File: src/rtl/mem_arb_pkg.sv
// Shared types and constants for the memory arbiter.
package mem_arb_pkg;

  typedef enum logic [1:0] {
    IDLE = 2'd0,
    BUSY = 2'd1,
    RESP = 2'd2
  } state_e;

  localparam int WIDTH_DEF      = 32;
  localparam int CORE_COUNT_DEF = 4;

  // Ceiling log2, usable in parameter defaults.
  function automatic int clog2(input int n);
    int r;
    r = 0;
    for (int v = 1; v < n; v = v << 1) r = r + 1;
    return r;
  endfunction

endpackage

File: src/rtl/rr_pick.sv
// Round-robin picker: first requester strictly after 'last', wrapping.
module rr_pick
  import mem_arb_pkg::*;
#(
  parameter int CORE_COUNT = CORE_COUNT_DEF,
  parameter int IDX_W      = clog2(CORE_COUNT)
) (
  input  logic [CORE_COUNT-1:0] req,
  input  logic [IDX_W-1:0]      last,
  output logic                  found,
  output logic [IDX_W-1:0]      idx
);

  // Scan last+1 .. last+CORE_COUNT; the first hit wins.
  always_comb begin
    found = 1'b0;
    idx   = '0;
    for (int k = 1; k <= CORE_COUNT; k++) begin
      if (!found && req[(int'(last) + k) % CORE_COUNT]) begin
        found = 1'b1;
        idx   = IDX_W'((int'(last) + k) % CORE_COUNT);
      end
    end
  end

endmodule

File: src/rtl/mem_arbiter.sv
// Round-robin arbiter sharing one memory port among CORE_COUNT cores.
// Optional watchdog: define MEM_ARB_TIMEOUT_EN to abort stuck transactions.
module mem_arbiter
  import mem_arb_pkg::*;
#(
  parameter int WIDTH      = WIDTH_DEF,
  parameter int CORE_COUNT = CORE_COUNT_DEF,
  parameter int IDX_W      = clog2(CORE_COUNT),
  parameter int TIMEOUT    = 255
) (
  input  logic                        clk,
  input  logic                        rst_n,
  input  logic [CORE_COUNT-1:0]       core_request,
  input  logic [CORE_COUNT-1:0]       core_wren,
  input  logic [CORE_COUNT*WIDTH-1:0] core_address,
  input  logic [CORE_COUNT*WIDTH-1:0] core_writedata,
  output logic [CORE_COUNT-1:0]       core_response,
  output logic [WIDTH-1:0]            core_readdata,
  output logic                        mem_request,
  output logic                        mem_wren,
  output logic [WIDTH-1:0]            mem_address,
  output logic [WIDTH-1:0]            mem_writedata,
  input  logic [WIDTH-1:0]            mem_readdata,
  input  logic                        mem_ack,
  output logic                        grant_valid,
  output logic [IDX_W-1:0]            grant_idx,
  output logic                        timeout_err
);

  if (IDX_W != clog2(CORE_COUNT) || TIMEOUT < 1) begin : g_param_chk
    $error("mem_arbiter: IDX_W must equal clog2(CORE_COUNT) and TIMEOUT >= 1");
  end

  state_e                r_state, w_next;
  logic [IDX_W-1:0]      r_last, w_win, r_grant_idx;
  logic                  w_found, w_tmo;
  logic                  r_mem_req, r_mem_wren, r_grant_valid;
  logic [WIDTH-1:0]      r_mem_addr, r_mem_wdata, r_rdata;
  logic [CORE_COUNT-1:0] r_resp, w_onehot;

  rr_pick #(.CORE_COUNT(CORE_COUNT), .IDX_W(IDX_W)) u_pick (
    .req  (core_request),
    .last (r_last),
    .found(w_found),
    .idx  (w_win)
  );

  assign w_onehot = {{(CORE_COUNT-1){1'b0}}, 1'b1} << r_grant_idx;

`ifdef MEM_ARB_TIMEOUT_EN
  localparam int CNT_W = (clog2(TIMEOUT + 1) < 8) ? 8 : clog2(TIMEOUT + 1);
  logic [CNT_W-1:0] r_cnt;
  logic             r_terr;

  // BUSY lasts at most TIMEOUT cycles: the abort fires on the TIMEOUT-th edge.
  assign w_tmo       = (r_cnt == CNT_W'(TIMEOUT - 1));
  assign timeout_err = r_terr;

  // Watchdog counter, zero on BUSY entry; sticky error flag.
  always_ff @(posedge clk or negedge rst_n) begin
    if (!rst_n) begin
      r_cnt  <= '0;
      r_terr <= 1'b0;
    end else if (r_state != BUSY) begin
      r_cnt  <= '0;
    end else if (!mem_ack) begin
      if (w_tmo) r_terr <= 1'b1;
      else       r_cnt  <= r_cnt + 1'b1;
    end
  end
`else
  assign w_tmo       = 1'b0;
  assign timeout_err = 1'b0;
`endif

  // State register.
  always_ff @(posedge clk or negedge rst_n) begin
    if (!rst_n) r_state <= IDLE;
    else        r_state <= w_next;
  end

  // Next-state decode.
  always_comb begin
    w_next = r_state;
    case (r_state)
      IDLE:    if (w_found) w_next = BUSY;
      BUSY:    if (mem_ack || w_tmo) w_next = RESP;
      RESP:    w_next = IDLE;
      default: w_next = IDLE;
    endcase
  end

  // Grant capture, memory-side registers and core response.
  always_ff @(posedge clk or negedge rst_n) begin
    if (!rst_n) begin
      r_last        <= IDX_W'(CORE_COUNT - 1);
      r_mem_req     <= 1'b0;
      r_mem_wren    <= 1'b0;
      r_mem_addr    <= '0;
      r_mem_wdata   <= '0;
      r_grant_valid <= 1'b0;
      r_grant_idx   <= '0;
      r_resp        <= '0;
      r_rdata       <= '0;
    end else begin
      case (r_state)
        IDLE: if (w_found) begin
          r_mem_req     <= 1'b1;
          r_mem_wren    <= core_wren[w_win];
          r_mem_addr    <= core_address[int'(w_win)*WIDTH +: WIDTH];
          r_mem_wdata   <= core_writedata[int'(w_win)*WIDTH +: WIDTH];
          r_grant_valid <= 1'b1;
          r_grant_idx   <= w_win;
          r_last        <= w_win;
        end
        BUSY: if (mem_ack) begin
          r_mem_req <= 1'b0;
          r_resp    <= w_onehot;
          if (!r_mem_wren) r_rdata <= mem_readdata;
        end else if (w_tmo) begin
          r_mem_req <= 1'b0;
          r_resp    <= w_onehot;
          r_rdata   <= '0;
        end
        RESP: begin
          r_resp        <= '0;
          r_grant_valid <= 1'b0;
          r_grant_idx   <= '0;
          r_mem_wren    <= 1'b0;
          r_mem_addr    <= '0;
          r_mem_wdata   <= '0;
        end
        default: ;
      endcase
    end
  end

  assign core_response = r_resp;
  assign core_readdata = r_rdata;
  assign mem_request   = r_mem_req;
  assign mem_wren      = r_mem_wren;
  assign mem_address   = r_mem_addr;
  assign mem_writedata = r_mem_wdata;
  assign grant_valid   = r_grant_valid;
  assign grant_idx     = r_grant_idx;

endmodule

File: config.mk
export PLATFORM = sky130hd
export DESIGN_NAME = mem_arbiter
export DESIGN_NICKNAME = d
export VERILOG_FILES = /design/src/rtl/mem_arb_pkg.sv /design/src/rtl/rr_pick.sv /design/src/rtl/mem_arbiter.sv
export SDC_FILE = /design/constraint.sdc
export NUM_CORES = 1
export LEC_CHECK = 0
export CORE_AREA = 2 2 155 157
export DETAILED_ROUTE_END_ITERATION = 16
export DIE_AREA = 0 0 157 159
export HOLD_SLACK_MARGIN = 0.15
export SLEW_MARGIN = 15
export SYNTH_ARGS = -nofsm -noshare
export SYNTH_HDL_FRONTEND = slang
export SYNTH_HIERARCHICAL = 1
export SYNTH_SLANG_ARGS = --single-unit
export TNS_END_PERCENT = 1
File: constraint.sdc
create_clock -name clk -period 4.1 [get_ports clk]
set_input_delay 1.025 -clock clk [delete_from_list [all_inputs] [get_ports clk]]
set_output_delay 1.025 -clock clk [all_outputs]
set_load 0.02 [all_outputs]
Word level (Yosys, flattened, before mapping)
Cells that the tools add are included.
- bits in registers: 109
- input bits: 299
- output and inout bits: 106
- word-level logic and storage cells: 90
- $add $sub $neg: 4
- order comparisons: 5
- equality and inequality tests: 4
- shift operators: 3
- muxes and demuxes: 39
- bitwise gates (word level): 5
- reduce and logical (&&, ||, !) cells: 20
- operator list (operator ; count):
    variable part select 128 x 8 -> 32 bit ; 2
    case mux 32 bit (2 select lines) ; 2
    2-to-1 mux 32 bit ; 2
    less-than comparator 3 x 4 -> 1 bit, second input constant ; 4
    2-to-1 mux 1 bit ; 16
    2-to-1 mux 2 bit ; 7
    binary-select mux 1 bit (select 2 bit) ; 5
    case mux 2 bit (2 select lines) ; 2
    case mux 4 bit (2 select lines) ; 1
    AND reduction 2 bit ; 4
    OR reduction 2 bit ; 4
    case mux 1 bit (2 select lines) ; 3
    AND reduction 3 bit ; 2
    nonzero test 2 bit ; 3
    adder 2 x 1 -> 2 bit, second input constant ; 2
    adder 2 bit, second input constant ; 2
    bitwise AND 1 bit, first input constant ; 4
    2-to-1 mux 4 bit ; 1
    << shifter 1 x 2 -> 4 bit, first input constant ; 1
    logical AND 1 bit ; 3
    zero test 1 bit ; 3
    less-than comparator 2 x 3 -> 1 bit, second input constant ; 1
    == test 2 x 1 -> 1 bit, second input constant ; 1
    == test 2 bit, second input constant ; 1
    4 further kinds ; 4

Longest topological paths before layout
- depth after elaboration: 20
- gate-level depth with buffers: 9
- depth with buffers taken out: 6

Modules after synthesis
The synthesis kept the hierarchy.
- by module, submodules not included (module ; instances ; cells an instance ; area an instance (um2) ; seq. area each (um2)):
    mem_arbiter ; 1 ; 485 ; 5858.1 ; 2730.1
    rr_pick ; 1 ; 14 ; 91.3 ; 0.0

Least setup slack after synthesis
No wires, ideal clock.
- kind: input to register
- start point: in core_request[2]
- end point: reg r_mem_addr[0], in the netlist mem_address[0]
- library setup time: 0.127 ns
- arrival time: 2.355 ns
- required time: 3.973 ns
- setup slack: 1.618 ns
- stages on the path: 9
- buffers on the path: 3
- cell sequence: and2b_1 a21oi_2 o221ai_2 buf_2 buf_6 buf_6 mux2_2 a22oi_1 o21ai_1
- word-level cells in the longest chain between the ends: 16
- elaborated cells between the ends (all ways): 31
- those cells by class: eq/ne: 1; shift: 1; mux: 22; reduce/logical: 7
- RTL lines (element ; line ; RTL):
    start, declared ; mem_arbiter.sv:13 ; input logic [CORE_COUNT-1:0] core_request,
    binary-select mux 1 bit (select 2 bit) ; rr_pick.sv:19 ; if (!found && req[(int'(last) + k) % CORE_COUNT]) begin
    2-to-1 mux 1 bit (not written as such) (2 in a row) ; rr_pick.sv:19 ;
    2-to-1 mux 1 bit ; rr_pick.sv:19 ;
    zero test 1 bit ; rr_pick.sv:19 ;
    logical AND 1 bit ; rr_pick.sv:19 ;
    2-to-1 mux 1 bit ; rr_pick.sv:19 ;
    zero test 1 bit ; rr_pick.sv:19 ;
    logical AND 1 bit ; rr_pick.sv:19 ;
    2-to-1 mux 1 bit ; rr_pick.sv:19 ;
    zero test 1 bit ; rr_pick.sv:19 ;
    logical AND 1 bit ; rr_pick.sv:19 ;
    2-to-1 mux 2 bit * ; rr_pick.sv:19 ;
    named net w_win[0] ; mem_arbiter.sv:35 ; logic [IDX_W-1:0] r_last, w_win, r_grant_idx;
    variable part select 128 x 8 -> 32 bit * ; mem_arbiter.sv:110 ; r_mem_addr <= core_address[int'(w_win)*WIDTH +: WIDTH];
    2-to-1 mux 32 bit * ; mem_arbiter.sv:107 ; IDLE: if (w_found) begin
    case mux 32 bit (2 select lines) * ; mem_arbiter.sv:106 ; case (r_state)
    end signal, assigned ; mem_arbiter.sv:110 ;
    end, declared ; mem_arbiter.sv:38 ; logic [WIDTH-1:0] r_mem_addr, r_mem_wdata, r_rdata;
Mark *: on every way through the listed nets, which the timed path passes. The rest lies on a longest branch. The select of a mux whose other input is x is not followed.
A chain may end at the register's enable or synchronous reset.

Final worst setup path
- start point: in core_request[3]
- end point: reg r_mem_wdata[24], in the netlist mem_writedata[24]
- word-level cells in the longest chain between the ends: 16
- elaborated cells between the ends (all ways): 31
- those cells by class: eq/ne: 1; shift: 1; mux: 22; reduce/logical: 7
- RTL lines (element ; line ; RTL):
    binary-select mux 1 bit (select 2 bit) ; rr_pick.sv:19 ;
    2-to-1 mux 1 bit (not written as such) (2 in a row) ; rr_pick.sv:19 ;
    2-to-1 mux 1 bit ; rr_pick.sv:19 ;
    zero test 1 bit ; rr_pick.sv:19 ;
    logical AND 1 bit ; rr_pick.sv:19 ;
    2-to-1 mux 1 bit ; rr_pick.sv:19 ;
    zero test 1 bit ; rr_pick.sv:19 ;
    logical AND 1 bit ; rr_pick.sv:19 ;
    2-to-1 mux 1 bit ; rr_pick.sv:19 ;
    zero test 1 bit ; rr_pick.sv:19 ;
    logical AND 1 bit ; rr_pick.sv:19 ;
    2-to-1 mux 2 bit * ; rr_pick.sv:19 ;
    named net w_win[0] ; mem_arbiter.sv:35 ;
    variable part select 128 x 8 -> 32 bit * ; mem_arbiter.sv:111 ; r_mem_wdata <= core_writedata[int'(w_win)*WIDTH +: WIDTH];
    2-to-1 mux 32 bit * ; mem_arbiter.sv:107 ;
    case mux 32 bit (2 select lines) * ; mem_arbiter.sv:106 ;
    end signal, assigned ; mem_arbiter.sv:111 ;
    end, declared ; mem_arbiter.sv:38 ;
Marked as above.

==> flow_metrics.tcl <==
set metrics [dict create \
    syn_avg_cell_area_um2 11.92 \
    clock.fmax_ghz 0.3384 \
    relSlewSlack_pct 50.33 \
    swShare_pct 39.18 \
    yosys_warnings 6 \
    whs_ns 0.4905 \
    die-height_um 159 \
    final_cell_mix "clkdlybuf4s50_1 (402), dfrtp_1 (107), mux2_2 (87)" \
    worstPathCellList "clkdlybuf4s50_1, and2b_1, a21oi_2, o221ai_4, buf_4, mux2_2, a22oi_1, o21ai_1" \
    yosys.area_share.simple_pct 2.650 \
    status "finished clean" \
    clkPwrFrac_pct 14.8 \
    layout_worst_path_cycle_share_pct 72.07 \
    hold_path.class "flip-flop to flip-flop" \
    cts_sinks 109 \
    viasPerCell 4.567 \
    holdBufCountCts 0 \
    tightest_slew_ns 0.7451 \
    synth_xor_area_share_pct 0 \
    endpoint_kind "flip-flop" \
    antenna_cells 0 \
    nFillCells 2212 \
    antenna_found_initial 0 \
    place_ws_ns 0.7452 \
    vias 5503 \
    numCtsBuffers 9 \
    start_util_pct 25.65 \
    drc 0 \
    synthAdderAreaFrac_pct 0 \
    critPathMaxFanout 22 \
    routed_wl_um 22810 \
    peakVddDrop_mv 0.3459 \
    setup_slack_ns 1.145 \
    cp_data_arrival_time_ns 3.19 \
    cts_buffer_depth 2 \
    die_area_mm2 0.02496 \
    cts_tree "done" \
    drtIter0Drc 232 \
    synth_seq_cells 109 \
    synthTopCellsByArea "dfrtp_1 (45%), mux2_2 (16%), mux2i_1 (11%)" \
    post_drt_wl_per_cell_um 18.93 \
    start_kind "input pin" \
    combinationalPowerShare_pct 55.6 \
    synth_top_family_by_area "multiplexers" \
    die_w_um 157 \
    syn_area_mm2 0.005949 \
    synth_edf_count 0 \
    cp_data_required_time_ns 4.33 \
    crit_type "input pin to flip-flop" \
    skew_ns 0.01330 \
    critPathMaxStageDelay_ns 0.52 \
    io_buffers 403 \
    clk_pin_slew_ns 0.09 \
    setup_viol 0 \
    first_global_vias 5768 \
    finalMaxSlewViolations 0 \
    post_cts_resized 0 \
    dr.pass1.iters 4 \
    antenna_left 0 \
    post_cts_buffers 0 \
    yosysTopAreaCell "dfrtp_1" \
    cts_root_buf "clkbuf_16" \
    clkLatencyLatePin_ns 0.36 \
    finalSetupTns_ns 0 \
    grt_use_total_pct 17.63 \
    synth_mux_area_share_pct 29.63 \
    nets 1180 \
    p_sw_mw 2.483 \
    fp-row-count 56 \
    drive_gt1_share_pct 14.00 \
    synth_cell_types 35 \
    seqPwrFrac_pct 29.7 \
    rsz0062_at_grt "no" \
    final_common_cell "clkdlybuf4s50_1" \
    htree_levels 3 \
    grt_max_degree 66 \
    p_int_mw 3.854 \
    fin_crit_ns 2.955 \
    synth_nets 798 \
    synthArstFlopShare_pct 100.0 \
    io_pins 405 \
    place.gp.congestion 0.7753 \
    syn_to_final_growth_pct 77.27 \
    core_mm2 0.02319 \
    synth-main-ff-cell "dfrtp_1" \
    dp_hpwl_um 16750 \
    synth_cells 499 \
    synth-compound-area-share_pct 16.34 \
    grt_pass1_wl_um 34020 \
    yosysSeqAreaShare_pct 45.89 \
    final-hold-violation-count 0 \
    cp_slowest_cell "clkdlybuf4s50_1" \
    gr-total-overflow 0 \
    maxCapViolations 0 \
    power.leakage_nw 4.245 \
    yosys.area.top_type_share_pct 45.01 \
    powerDensity_mw_per_mm2 600.8 \
]
==> path summary, 6_finish.rpt <==
check	start	endpoint	slack [ns]	cells past startpoint
hold / removal	core_readdata[1]	core_readdata[1]	0.49	1
setup / recovery	core_request[3]	mem_writedata[24]	1.15	8
setup reg to reg	r_last[1]	mem_writedata[24]	1.75	7
min in group asynchronous	rst_n	mem_address[13]	0.69	1
max in group asynchronous	rst_n	r_last[1]	2.56	2
hold reg to reg	core_readdata[1]	core_readdata[1]	0.49	1
==> kinds of logic (layout without fill, tap and decap cells) <==
family,count (synthesis),after routing
compound gates,152,152
buf+inv,47,434
flops,109,109
mux,164,164
other cells,1,1
simple gates,26,26
==> cell type report <==
| cell class | instances | area (µm²) | area share (%) |
|---|---|---|---|
| Inverter | 4 | 15.01 | 0.1424 |
| Multi-Input combinational cell | 343 | 2922 | 27.70 |
| Timing Repair Buffer | 414 | 4164 | 39.48 |
| Clock inverter | 7 | 91.34 | 0.8661 |
| Clock buffer | 9 | 225.2 | 2.135 |
| Tap cell | 319 | 399.1 | 3.785 |
| Sequential cell | 109 | 2730 | 25.89 |
==> stage by stage <==
step	std cells	instance area, µm²	utilization [%]	power [mW]
after global placement	1189	10230	44.11	5.444
after floorplan	499	5949	-	3.842
after CTS	1205	10550	45.47	6.443
final	1205	10550	45.47	6.336
after detailed placement	1189	10230	44.11	5.461
after global routing	1205	10550	45.47	6.724
==> cell usage after synthesis (all sizes together) (4+ instances only) <==
| cell type | count |
|---|---|
| buf | 39 |
| mux2i | 67 |
| nand2 | 10 |
| o21ai | 70 |
| a22o | 4 |
| nor2 | 4 |
| a21oi | 6 |
| dfrtp | 107 |
| inv | 4 |
| a22oi | 64 |
| nand2b | 4 |
| clkbuf | 4 |
| mux2 | 97 |
==> state kept, by name (all words and copies together) (netlist names) <==
| signal | flops |
|---|---|
| core_readdata | 32 |
| mem_address | 32 |
| mem_writedata | 32 |
| core_response | 4 |
| grant_idx | 2 |
| r_last | 2 |
| r_state | 2 |
| grant_valid | 1 |
| mem_request | 1 |
| mem_wren | 1 |
==> routing by layer <==
metal	vias up	GRT usage [%]	part of all wire [%]
li1	2635	-	-
met1	2592	21.24	41
met2	255	30.24	48
met3	21	5.879	9.5
met4	0	4.170	1.5
met5	-	0	0
==> worst max-delay path: cells and delay by family <==
family	cells	cell delay, ns
buffers and inverters	2	0.93
AOI/OAI and AO/OA	4	0.69
muxes	1	0.37
and+or+nand+nor	1	0.17
==> power by group through the flow <==
| stage | Sequential (mW) | Clock (mW) | Combinational [mW] |
|---|---|---|---|
| after global placement | 1.89 | 0 | 3.55 |
| after CTS | 1.88 | 0.982 | 3.58 |
| final | 1.88 | 0.938 | 3.52 |
| after floorplan | 2.44 | 0 | 1.40 |
| after detailed placement | 1.90 | 0 | 3.56 |
| after global routing | 1.95 | 1.01 | 3.76 |
(Power assumes the default switching activity.)
